$ cat src/rtl/seq_multiplier.sv
// Iterative radix-2 shift-add multiplier, WIDTH x WIDTH -> 2*WIDTH, signed or unsigned per operation.
// Define MUL_EARLY_TERM_EN to finish as soon as the remaining multiplier bits are all zero.
`timescale 1ns/1ps
module seq_multiplier #(
  parameter int WIDTH = 32
) (
  input  logic                 clk,
  input  logic                 rst,
  input  logic                 in_valid,
  output logic                 in_ready,
  input  logic [WIDTH-1:0]     A,
  input  logic [WIDTH-1:0]     B,
  input  logic                 is_signed,
  output logic                 out_valid,
  input  logic                 out_ready,
  output logic [2*WIDTH-1:0]   P
);

  localparam int CW = $clog2(WIDTH);
  localparam logic [CW-1:0] LAST = CW'(WIDTH - 1);

  typedef enum logic [1:0] {IDLE, CALC, DONE} state_e;

  state_e               state_q, state_d;
  logic [WIDTH-1:0]     mcand_q, mcand_d;
  logic [2*WIDTH-1:0]   acc_q, acc_d;
  logic [CW-1:0]        cnt_q, cnt_d;
  logic                 neg_q, neg_d;
  logic [2*WIDTH-1:0]   p_q, p_d;

  logic [WIDTH-1:0]     a_mag, b_mag;
  logic [WIDTH:0]       sum;
  logic [2*WIDTH-1:0]   shifted;

`ifdef MUL_EARLY_TERM_EN
  logic [WIDTH-1:0]     mplier_q, mplier_d;
  logic [2*WIDTH-1:0]   aligned;
`endif

  assign a_mag = (is_signed && A[WIDTH-1]) ? -A : A;
  assign b_mag = (is_signed && B[WIDTH-1]) ? -B : B;

  // Upper half accumulates; the multiplier sits in the lower half and shifts out LSB first.
  assign sum     = {1'b0, acc_q[2*WIDTH-1:WIDTH]} + (acc_q[0] ? {1'b0, mcand_q} : '0);
  assign shifted = {sum, acc_q[WIDTH-1:1]};

  assign P = p_q;

  always_comb begin
    state_d   = state_q;
    mcand_d   = mcand_q;
    acc_d     = acc_q;
    cnt_d     = cnt_q;
    neg_d     = neg_q;
    p_d       = p_q;
    in_ready  = 1'b0;
    out_valid = 1'b0;
`ifdef MUL_EARLY_TERM_EN
    mplier_d  = mplier_q;
    aligned   = shifted >> (LAST - cnt_q);
`endif
    case (state_q)
      IDLE: begin
        in_ready = 1'b1;
        if (in_valid) begin
          neg_d   = is_signed & (A[WIDTH-1] ^ B[WIDTH-1]);
          mcand_d = a_mag;
          acc_d   = {{WIDTH{1'b0}}, b_mag};
          cnt_d   = '0;
          state_d = CALC;
`ifdef MUL_EARLY_TERM_EN
          mplier_d = b_mag;
`endif
        end
      end
      CALC: begin
        acc_d = shifted;
        cnt_d = cnt_q + 1'b1;
`ifdef MUL_EARLY_TERM_EN
        mplier_d = mplier_q >> 1;
        // Unconsumed bits are zero: drop the not-yet-shifted low zeros to align the product.
        if (mplier_q[WIDTH-1:1] == '0) begin
          p_d     = neg_q ? -aligned : aligned;
          state_d = DONE;
        end
`else
        if (cnt_q == LAST) begin
          p_d     = neg_q ? -shifted : shifted;
          state_d = DONE;
        end
`endif
      end
      DONE: begin
        out_valid = 1'b1;
        if (out_ready) state_d = IDLE;
      end
      default: state_d = IDLE;
    endcase
  end

  always_ff @(posedge clk) begin
    if (rst) begin
      state_q  <= IDLE;
      mcand_q  <= '0;
      acc_q    <= '0;
      cnt_q    <= '0;
      neg_q    <= 1'b0;
      p_q      <= '0;
`ifdef MUL_EARLY_TERM_EN
      mplier_q <= '0;
`endif
    end else begin
      state_q  <= state_d;
      mcand_q  <= mcand_d;
      acc_q    <= acc_d;
      cnt_q    <= cnt_d;
      neg_q    <= neg_d;
      p_q      <= p_d;
`ifdef MUL_EARLY_TERM_EN
      mplier_q <= mplier_d;
`endif
    end
  end

endmodule

$ cat config.mk
export PLATFORM = sky130hd
export DESIGN_NAME = seq_multiplier
export DESIGN_NICKNAME = d
export VERILOG_FILES = /design/src/rtl/seq_multiplier.sv
export SDC_FILE = /design/constraint.sdc
export NUM_CORES = 1
export LEC_CHECK = 0
export CORE_MARGIN = 2
export CORE_UTILIZATION = 45
export DETAILED_ROUTE_END_ITERATION = 7
export GPL_TIMING_DRIVEN = 0
export PLACE_DENSITY = 0.67
export SLEW_MARGIN = 20
export SYNTH_ARGS = -nofsm -noshare
export SYNTH_HDL_FRONTEND = slang
export SYNTH_SLANG_ARGS = --single-unit
$ cat constraint.sdc
create_clock -name clk -period 8.25 [get_ports clk]
set_input_delay 2.475 -clock clk [delete_from_list [all_inputs] [get_ports clk]]
set_output_delay 2.475 -clock clk [all_outputs]
set_load 0.005 [all_outputs]
=== Yosys cells after proc, flatten, opt, wreduce, memory -nomap -nowiden ===
Index checks and enable logic that the tools add are counted.
Widths: inputs -> output; s select.

* Register bits: 168
* Output and inout port bits: 66

* $add $sub $neg: 5
* Equality and inequality tests: 6
* Muxes and demuxes: 14
* Bitwise gates (word level): 2
* Reduce and logical (&&, ||, !) cells: 8

{| class="wikitable"
|+ Operators with widths
! kind !! count
|-
| $mux 64 || 2
|-
| $pmux 64 s2 || 1
|-
| $mux 32 || 3
|-
| $neg 32->32 || 2
|-
| $neg 64->64 || 1
|-
| $add 32x32->33 || 1
|-
| $pmux 5 s2 || 1
|-
| $mux 2 || 3
|-
| $ne 2x2->1 const B || 3
|-
| $pmux 2 s3 || 1
|-
| $reduce_and 2->1 || 3
|-
| $add 5x1->5 const B || 1
|-
| $eq 5x5->1 const B || 1
|-
| $mux 5 || 1
|-
| $reduce_and 3->1 || 1
|-
| $eq 2x1->1 const B || 1
|-
| $eq 2x2->1 const B || 1
|-
| $logic_and 1x1->1 || 2
|-
| $logic_not 2->1 || 1
|-
| $mux 1 || 2
|-
| $reduce_bool 2->1 || 1
|-
| $and 1x1->1 || 1
|-
| $xor 1x1->1 || 1
|}

=== Longest topological paths before layout ===
Gate-level depths: netlist of the first run.

* Word-level depth: 4
* Gate-level depth with buffers: 15

=== Worst setup path before layout of the first run ===
Ideal clock, no wire load.

* Path type: input port to flip-flop
* From: input port A[4]
* To: register mcand_q[30]
* Library setup time: 0.086 ns
* Data arrival time: 4.901 ns
* Required time: 8.164 ns
* Setup slack: 3.264 ns
* Cell stages on the path: 10
* Buffers on the path: 0
* Cells stage by stage: or3_1 -> nor3b_1 -> nand2_1 -> or3_1 -> nor4_1 -> nand2_1 -> nor4_1 -> a21oi_1 -> xnor2_1 -> a211oi_1

* Cells in the longest elaborated chain, start to end: 2

{| class="wikitable"
|+ Ends and longest elaborated chain
! what !! line !! RTL
|-
| start: declaration || 11 || <nowiki>input logic [WIDTH-1:0] A,</nowiki>
|-
| $neg 32->32 || 40 || <nowiki>assign a_mag = (is_signed && A[WIDTH-1]) ? -A : A;</nowiki>
|-
| $mux 32 || 40 ||
|-
| end signal: assignment || 114 || <nowiki>mcand_q <= mcand_d;</nowiki>
|-
| end: declaration || 25 || <nowiki>logic [WIDTH-1:0] mcand_q, mcand_d;</nowiki>
|}

Every way passes these cells.
A chain may end at the register's enable or synchronous reset.

=== Final worst setup path of the first run ===
* From: input port A[2]
* To: register mcand_q[28]

Same word-level chain as after synthesis.

==> run metrics, run 1 <==
first-pass GRT wire length=around 55000 um; total CTS buffers=17; Crit path required time=8610 ps; CP Data Arrival Time=approximately 6100 ps; row cnt=56; async set or reset register ratio after synthesis=0%; Setup TNS=0 ps; drt pass-1 iters=5; period utilization=a little over two thirds; Non-Filler Instances=roughly 1900; Root Buffer=clkbuf_16; FMAX=about 170 MHz; LEAKAGE=between 4 and 5 nW; fillers=around 2300; Least-Margin Pin Slew=992.3 ps; commonest cells after routing, fill and taps aside=168 x dfxtp_1, 164 x nor2_1, 135 x nand2_1; met1 Track Usage GR=37.36%; Post-Synthesis Cell Area=between 10000 and 15000 um^2; CTS Hold Bufs=0; commonest non-fill, non-tap cell in the layout=dfxtp_1; final hold vios=0; DRT antenna net count=0; Clk Latency, worst-skew pair=roughly 450 ps; Worst path max stage delay=between 500 and 600 ps; GR Util All Layers=a little over a quarter; syn_nets=around 1500; design area=13260 um^2; chip width=roughly 160 um; crit end category=flop; gpl congestion=about 0.9; Placed Instances=1867; R2R depth=14; layout cells sized above 1=3.734%; clock net sink count=roughly 170; total of max-cap violations=0; Setup violations, final=0; post-CTS setup buffers=0; Max Root-Sink Buffers=2; worst hold path class=reg -> reg; 1st-iter DRT viols=between 900 and 1000; RSZ-0062 raised after global routing=false; Crit-path slowest cell=nor3b_1; Layout area overhead=21.69%; Critical Path Stages=11; status=completed; CP max FO=5; Max VDD drop=about 0.12 mV; Top Usage Layer GRT=met2; residual DRC count=0; Max Transition Viols Final=0; WHS Path Cells=2; startpoint types=input pin; HPWL Detailed=27530 um; max_slew headroom=between 30% and 40%; CP delay by family, top=simple AND/OR/NAND/NOR gates; power per cell area=approximately 160 nW/um^2; WP buf/inv=1; Post-synth EDFFs=0; WL per Instance=roughly 18 um; chip height=roughly 160 um; Routed WL=between 30000 and 40000 um; clock skew after layout=12.05 ps; syn avg cell area=~7.7 um^2; met2 GRT Util=44.81%; Syn Inst Count=about 1400; CTS tree=built; vias in the first global route=slightly above 10000; initial antenna violation count=0; total power=roughly 2.1 mW; Via-to-Cell Ratio=just under 6; Initial Utilization=between 40% and 50%; io pins=between 100 and 150; Final Util=between 50% and 60%; crit-path cells=clkdlybuf4s50_1, or3_1, nor3b_1, nand2_1, or3_1, nor4_1, nand2_1, nor4_1, a21oi_1, xnor2_1, a211oi_1; post-synthesis sequential area ratio=roughly 31%; Nets=between 1500 and 2000; largest net degree at the start of global routing=20; Post-CTS Resized=0; diodes inserted=0; Primary FF master, synth=dfxtp_1; met3 GRT Util=under 10%; via count=10990; clock-pin slew of the registers on the worst-case setup and hold paths=~70 ps; DP Area=around 13000 um^2; # port buffers=133; total gr overflow=0; Die ar.=25480 um^2; post-layout min period=a little under 6000 ps; Synth cell types=75; yosys warns=0; Setup Crit Path Kind=in -> reg; Core ar.=around 24000 um^2; Yosys reg bits=approximately 170; CTS H-tree lvls=4
-- state kept, by name, indices dropped and copies added (netlist names) --
| signal | flops |
|---|---|
| cnt_q | 5 |
| state_q | 2 |
| P | 64 |
| acc_q | 64 |
| neg_q | 1 |
| mcand_q | 32 |
-- worst reg2reg max path, delay by kind of cell, from the launching register on --
| kind | cells | cell delay (ps) |
|---|---|---|
| simple gates | 3 | 890 |
| buf+inv | 2 | 630 |
| xor+xnor | 2 | 420 |
| compound gates | 6 | 2820 |
| flops | 1 | 440 |
| fa+ha+maj | 1 | 150 |
-- worst paths after layout --
path	from	to	slack, ps
worst min-delay path	mcand_q[0]	mcand_q[0]	450
worst max-delay path	A[2]	mcand_q[28]	2490
worst min register to register	mcand_q[0]	mcand_q[0]	450
worst max register to register	acc_q[0]	P[58]	2730
-- through the flow --
stage	hold WS [ps]	setup WS, ps
6_report	451.1	2489
5_1_grt	469.3	2086
3_5_place_dp	443.5	1988
3_3_place_gp	434.7	2091
4_1_cts	454.0	2435
2_1_floorplan	427.3	3264
-- cell usage after synthesis, types with 37 or more instances --
master	instances	area share, %
nand3_1	46	2.1
nand2_1	135	4.6
xor2_1	89	7.2
a211oi_1	79	5.4
nor2_1	164	5.6
dfxtp_1	168	31
ha_1	37	4.2
xnor2_1	49	3.9
o21ai_0	43	2.0
and2_1	40	2.3
clkbuf_1	93	3.2
a21oi_1	130	6.0
-- metal layers --
layer	part of all wire, %	vias to the layer above	wire length (um)
li1	-	5423	-
met1	45	5162	15940
met2	46	370	16150
met3	7.3	37	2564
met4	1.1	0	388
met5	0	-	0
-- cells by family after synthesis --
kind of cell,synth area share [%]
adder cells (fa/ha/maj),4.432
multiplexers,0.2756
buffers and inverters,4.340
AND/OR/NAND/NOR,23.08
XOR/XNOR,11.09
flip-flops,30.86
AO/OA/AOI/OAI,25.92
-- report_power, final --
| group | total, mW | internal [mW] | switching [mW] |
|---|---|---|---|
| Clock | 0.847 | 0.442 | 0.405 |
| Combinational | 0.342 | 0.130 | 0.212 |
| Sequential | 0.868 | 0.840 | 0.0285 |
| Total | 2.06 | 1.41 | 0.646 |
-- layout make-up --
type	count	area (um^2)	area share [%]
Clock buffer	17	425.4	3.208
Clock inverter	15	207.7	1.566
Sequential cell	168	3363	25.36
Inverter	19	71.32	0.5378
Timing Repair Buffer	133	1331	10.04
Tap cell	319	399.1	3.010
Buffer	104	401.6	3.029
Multi-Input combinational cell	1124	7062	53.25
Power figures use the tool's default switching activity.
==> run 2, diff against run 1 <==
--- a/config.mk
+++ b/config.mk
@@ -9,7 +9,7 @@
 export CORE_UTILIZATION = 45
 export DETAILED_ROUTE_END_ITERATION = 7
 export GPL_TIMING_DRIVEN = 0
-export PLACE_DENSITY = 0.67
+export PLACE_DENSITY = 0.69
 export SLEW_MARGIN = 20
 export SYNTH_ARGS = -nofsm -noshare
 export SYNTH_HDL_FRONTEND = slang
==> constraint.sdc (replaced) <==
create_clock -name clk -period 4.8 [get_ports clk]
set_input_delay 1.44 -clock clk [delete_from_list [all_inputs] [get_ports clk]]
set_output_delay 1.44 -clock clk [all_outputs]
set_load 0.005 [all_outputs]
==> run 2 against run 1 <==
First-iteration DRC count decreased by 14%. Critical endpoint is now P[61]. Critical path depth increased by 4. Sequential cell count stayed put. Clock skew down 2.1 ps. Via count increased by 0.73%. Hold slack barely moved. Sequential power increased by 72%. Sequential share of layout area decreased by 0.32 points. Largest cell class unchanged.
==> run metrics, run 2 (same netlist as run 1, synthesis figures left out) <==
Via-to-Cell Ratio=5.821 (+0.57%); Least-Margin Pin Slew=869.3 ps (-123.0 ps); WL per Instance=18.44 um (about the same); startpoint types=flop; Root Buffer=clkbuf_16; Max Transition Viols Final=0 (unchanged); CP delay by family, top=compound AO/OA/AOI/OAI gates; Max VDD drop=0.1972 mV (+68%); GR Util All Layers=26.89% (-0.20 points); clock skew after layout=9.899 ps (-2.147 ps); Max Root-Sink Buffers=2 (unchanged); Clk Latency, worst-skew pair=430 ps (-20 ps); Crit-path slowest cell=or4b_4; chip height=159.6 um (unchanged); Setup Slack @ Placement=-703.5 ps (-2691 ps); RSZ-0062 raised after global routing=true; Nets=1677 (+0.18%); chip width=159.6 um (unchanged); commonest cells after routing, fill and taps aside=168 x dfxtp_1, 164 x nor2_1, 135 x nand2_1; gpl congestion=0.9345 (+1.5%); CTS H-tree lvls=4 (unchanged); post-layout min period=roughly 4700 ps; Routed WL=35080 um (+0.11%); final hold vios=0 (unchanged); initial antenna violation count=0 (unchanged); vias in the first global route=10290 (+0.72%); WP buf/inv=3 (+2); total gr overflow=0 (unchanged); DRT antenna net count=0 (unchanged); period utilization=between 90% and 100%; residual DRC count=0 (unchanged); CP max FO=10 (+5); Crit path required time=5080 ps (-3530 ps); Initial Utilization=46.15% (unchanged); Final WS setup=142.7 ps (-2346 ps); max_slew headroom=41.55% (+9.4 points); FMAX=between 200 and 250 MHz; largest net degree at the start of global routing=17 (-15%); Layout area overhead=23.26%; layout cells sized above 1=5.496% (+1.8 points); power per cell area=262.8 nW/um^2 (+69%); worst hold path class=reg -> reg; crit end category=flop; Die ar.=25480 um^2 (unchanged); crit-path cells=clkbuf_2, and2_1, ha_1, clkbuf_1, a21oi_1, o21ai_1, a211o_1, nor3_2, xnor2_1, a2111oi_2, or4b_4, buf_6, o41ai_2, xor2_1, a211oi_1; Worst path max stage delay=520 ps (-40 ps); 1st-iter DRT viols=819 (-14%); Setup violations, final=0 (unchanged); via count=11070 (+0.73%); diodes inserted=0 (unchanged); first-pass GRT wire length=55230 um (-0.15%); HPWL Detailed=27280 um (-0.89%); total CTS buffers=17 (unchanged); commonest non-fill, non-tap cell in the layout=dfxtp_1; status=completed; CTS tree=built; Setup Crit Path Kind=reg -> reg; clock net sink count=168 (unchanged); io pins=135 (unchanged); Core ar.=23610 um^2 (unchanged); LEAKAGE=4.796 nW (+1.4%); total power=3.530 mW (+72%); # port buffers=133 (unchanged); CP Data Arrival Time=4940 ps (-1180 ps); total of max-cap violations=0 (unchanged); drt pass-1 iters=5 (unchanged); clock-pin slew of the registers on the worst-case setup and hold paths=70 ps (about the same); row cnt=56 (unchanged)
## run 2: cell types whose count changed in the layout (fill, tap and decap cells not counted), moves of 4 or more
cell       previous run  this run
clkinv_8              6         0
a2111oi_0             4         0
clkbuf_1             93        89
buf_4                 0         5
## run 2: cell type report
class	count	area, um^2
clock inverters	13	156.4
plain buffers	101	392.9
repair buffers	139	1373
clock buffers	19	452.9
flip-flops and latches	168	3363
fillers	2293	10180
inverters	19	71.32
well taps	319	399.1
multi-input cells	1124	7224
## run 2: worst paths after layout
| check | start | endpoint | slack, ps | cells past startpoint |
|---|---|---|---|---|
| hold / removal | mcand_q[21] | mcand_q[21] | 450 | 2 |
| hold reg to reg | mcand_q[21] | mcand_q[21] | 450 | 2 |
| setup reg to reg | acc_q[0] | P[61] | 140 | 15 |
| setup / recovery | acc_q[0] | P[61] | 140 | 15 |
## run 2: metrics by stage
| step | cell area (um^2) | hold WS (ps) | std cells | TNS [ps] | utilization [%] |
|---|---|---|---|---|---|
| 2_1_floorplan | 10900 | 427.3 | 1415 | 0 | - |
| 3_3_place_gp | 12630 | 434.2 | 1867 | -5805 | 53.48 |
| 3_5_place_dp | 12630 | 444.4 | 1867 | -8889 | 53.48 |
| 4_1_cts | 13320 | 451.3 | 1901 | 0 | 56.42 |
| 5_1_grt | 13430 | 481.2 | 1902 | -63.29 | 56.89 |
| 6_report | 13430 | 450.6 | 1902 | 0 | 56.89 |
## run 2: worst reg2reg max path, cell delays in order, from the launching register on
cell and delay [ps]:
dfxtp_1 420, clkbuf_2 240, and2_1 220, ha_1 250
clkbuf_1 190, a21oi_1 300, o21ai_1 140, a211o_1 320
nor3_2 340, xnor2_1 300, a2111oi_2 460, or4b_4 520
buf_6 160, o41ai_2 230, xor2_1 290, a211oi_1 120
## run 2: repair_timing
action                                  CTS  global route
gates resized for setup                  14            20
endpoints found under the setup margin   18            16
hold endpoints to repair                  0             0
hold buffers                              0             0
buffers inserted                          2             3
pin swaps                                 1             9
## run 2: power by group
| part | switching (mW) | internal [mW] | leakage, nW |
|---|---|---|---|
| clock | 0.631 | 0.812 | 0.299 |
| combinational | 0.365 | 0.228 | 3.13 |
| sequential | 0.0498 | 1.44 | 1.37 |
## run 2: metal layers
layer	up-vias	global-route usage [%]	part of all wire [%]
met5	-	0	0
met4	0	7.438	2.1
met3	54	3.766	6.9
met2	406	42.38	44
met1	5178	38.40	47
li1	5434	-	-
==> run 3, diff against run 2 <==
--- a/config.mk
+++ b/config.mk
@@ -7,8 +7,10 @@
 export LEC_CHECK = 0
 export CORE_MARGIN = 2
 export CORE_UTILIZATION = 45
+export CTS_BUF_LIST = sky130_fd_sc_hd__clkbuf_4 sky130_fd_sc_hd__clkbuf_8 sky130_fd_sc_hd__clkbuf_16
 export DETAILED_ROUTE_END_ITERATION = 7
 export GPL_TIMING_DRIVEN = 0
+export HOLD_SLACK_MARGIN = 0.02
 export PLACE_DENSITY = 0.69
 export SLEW_MARGIN = 20
 export SYNTH_ARGS = -nofsm -noshare
==> results of run 3 <==
Final layout, timing and power as in run 2 (identical DEF).
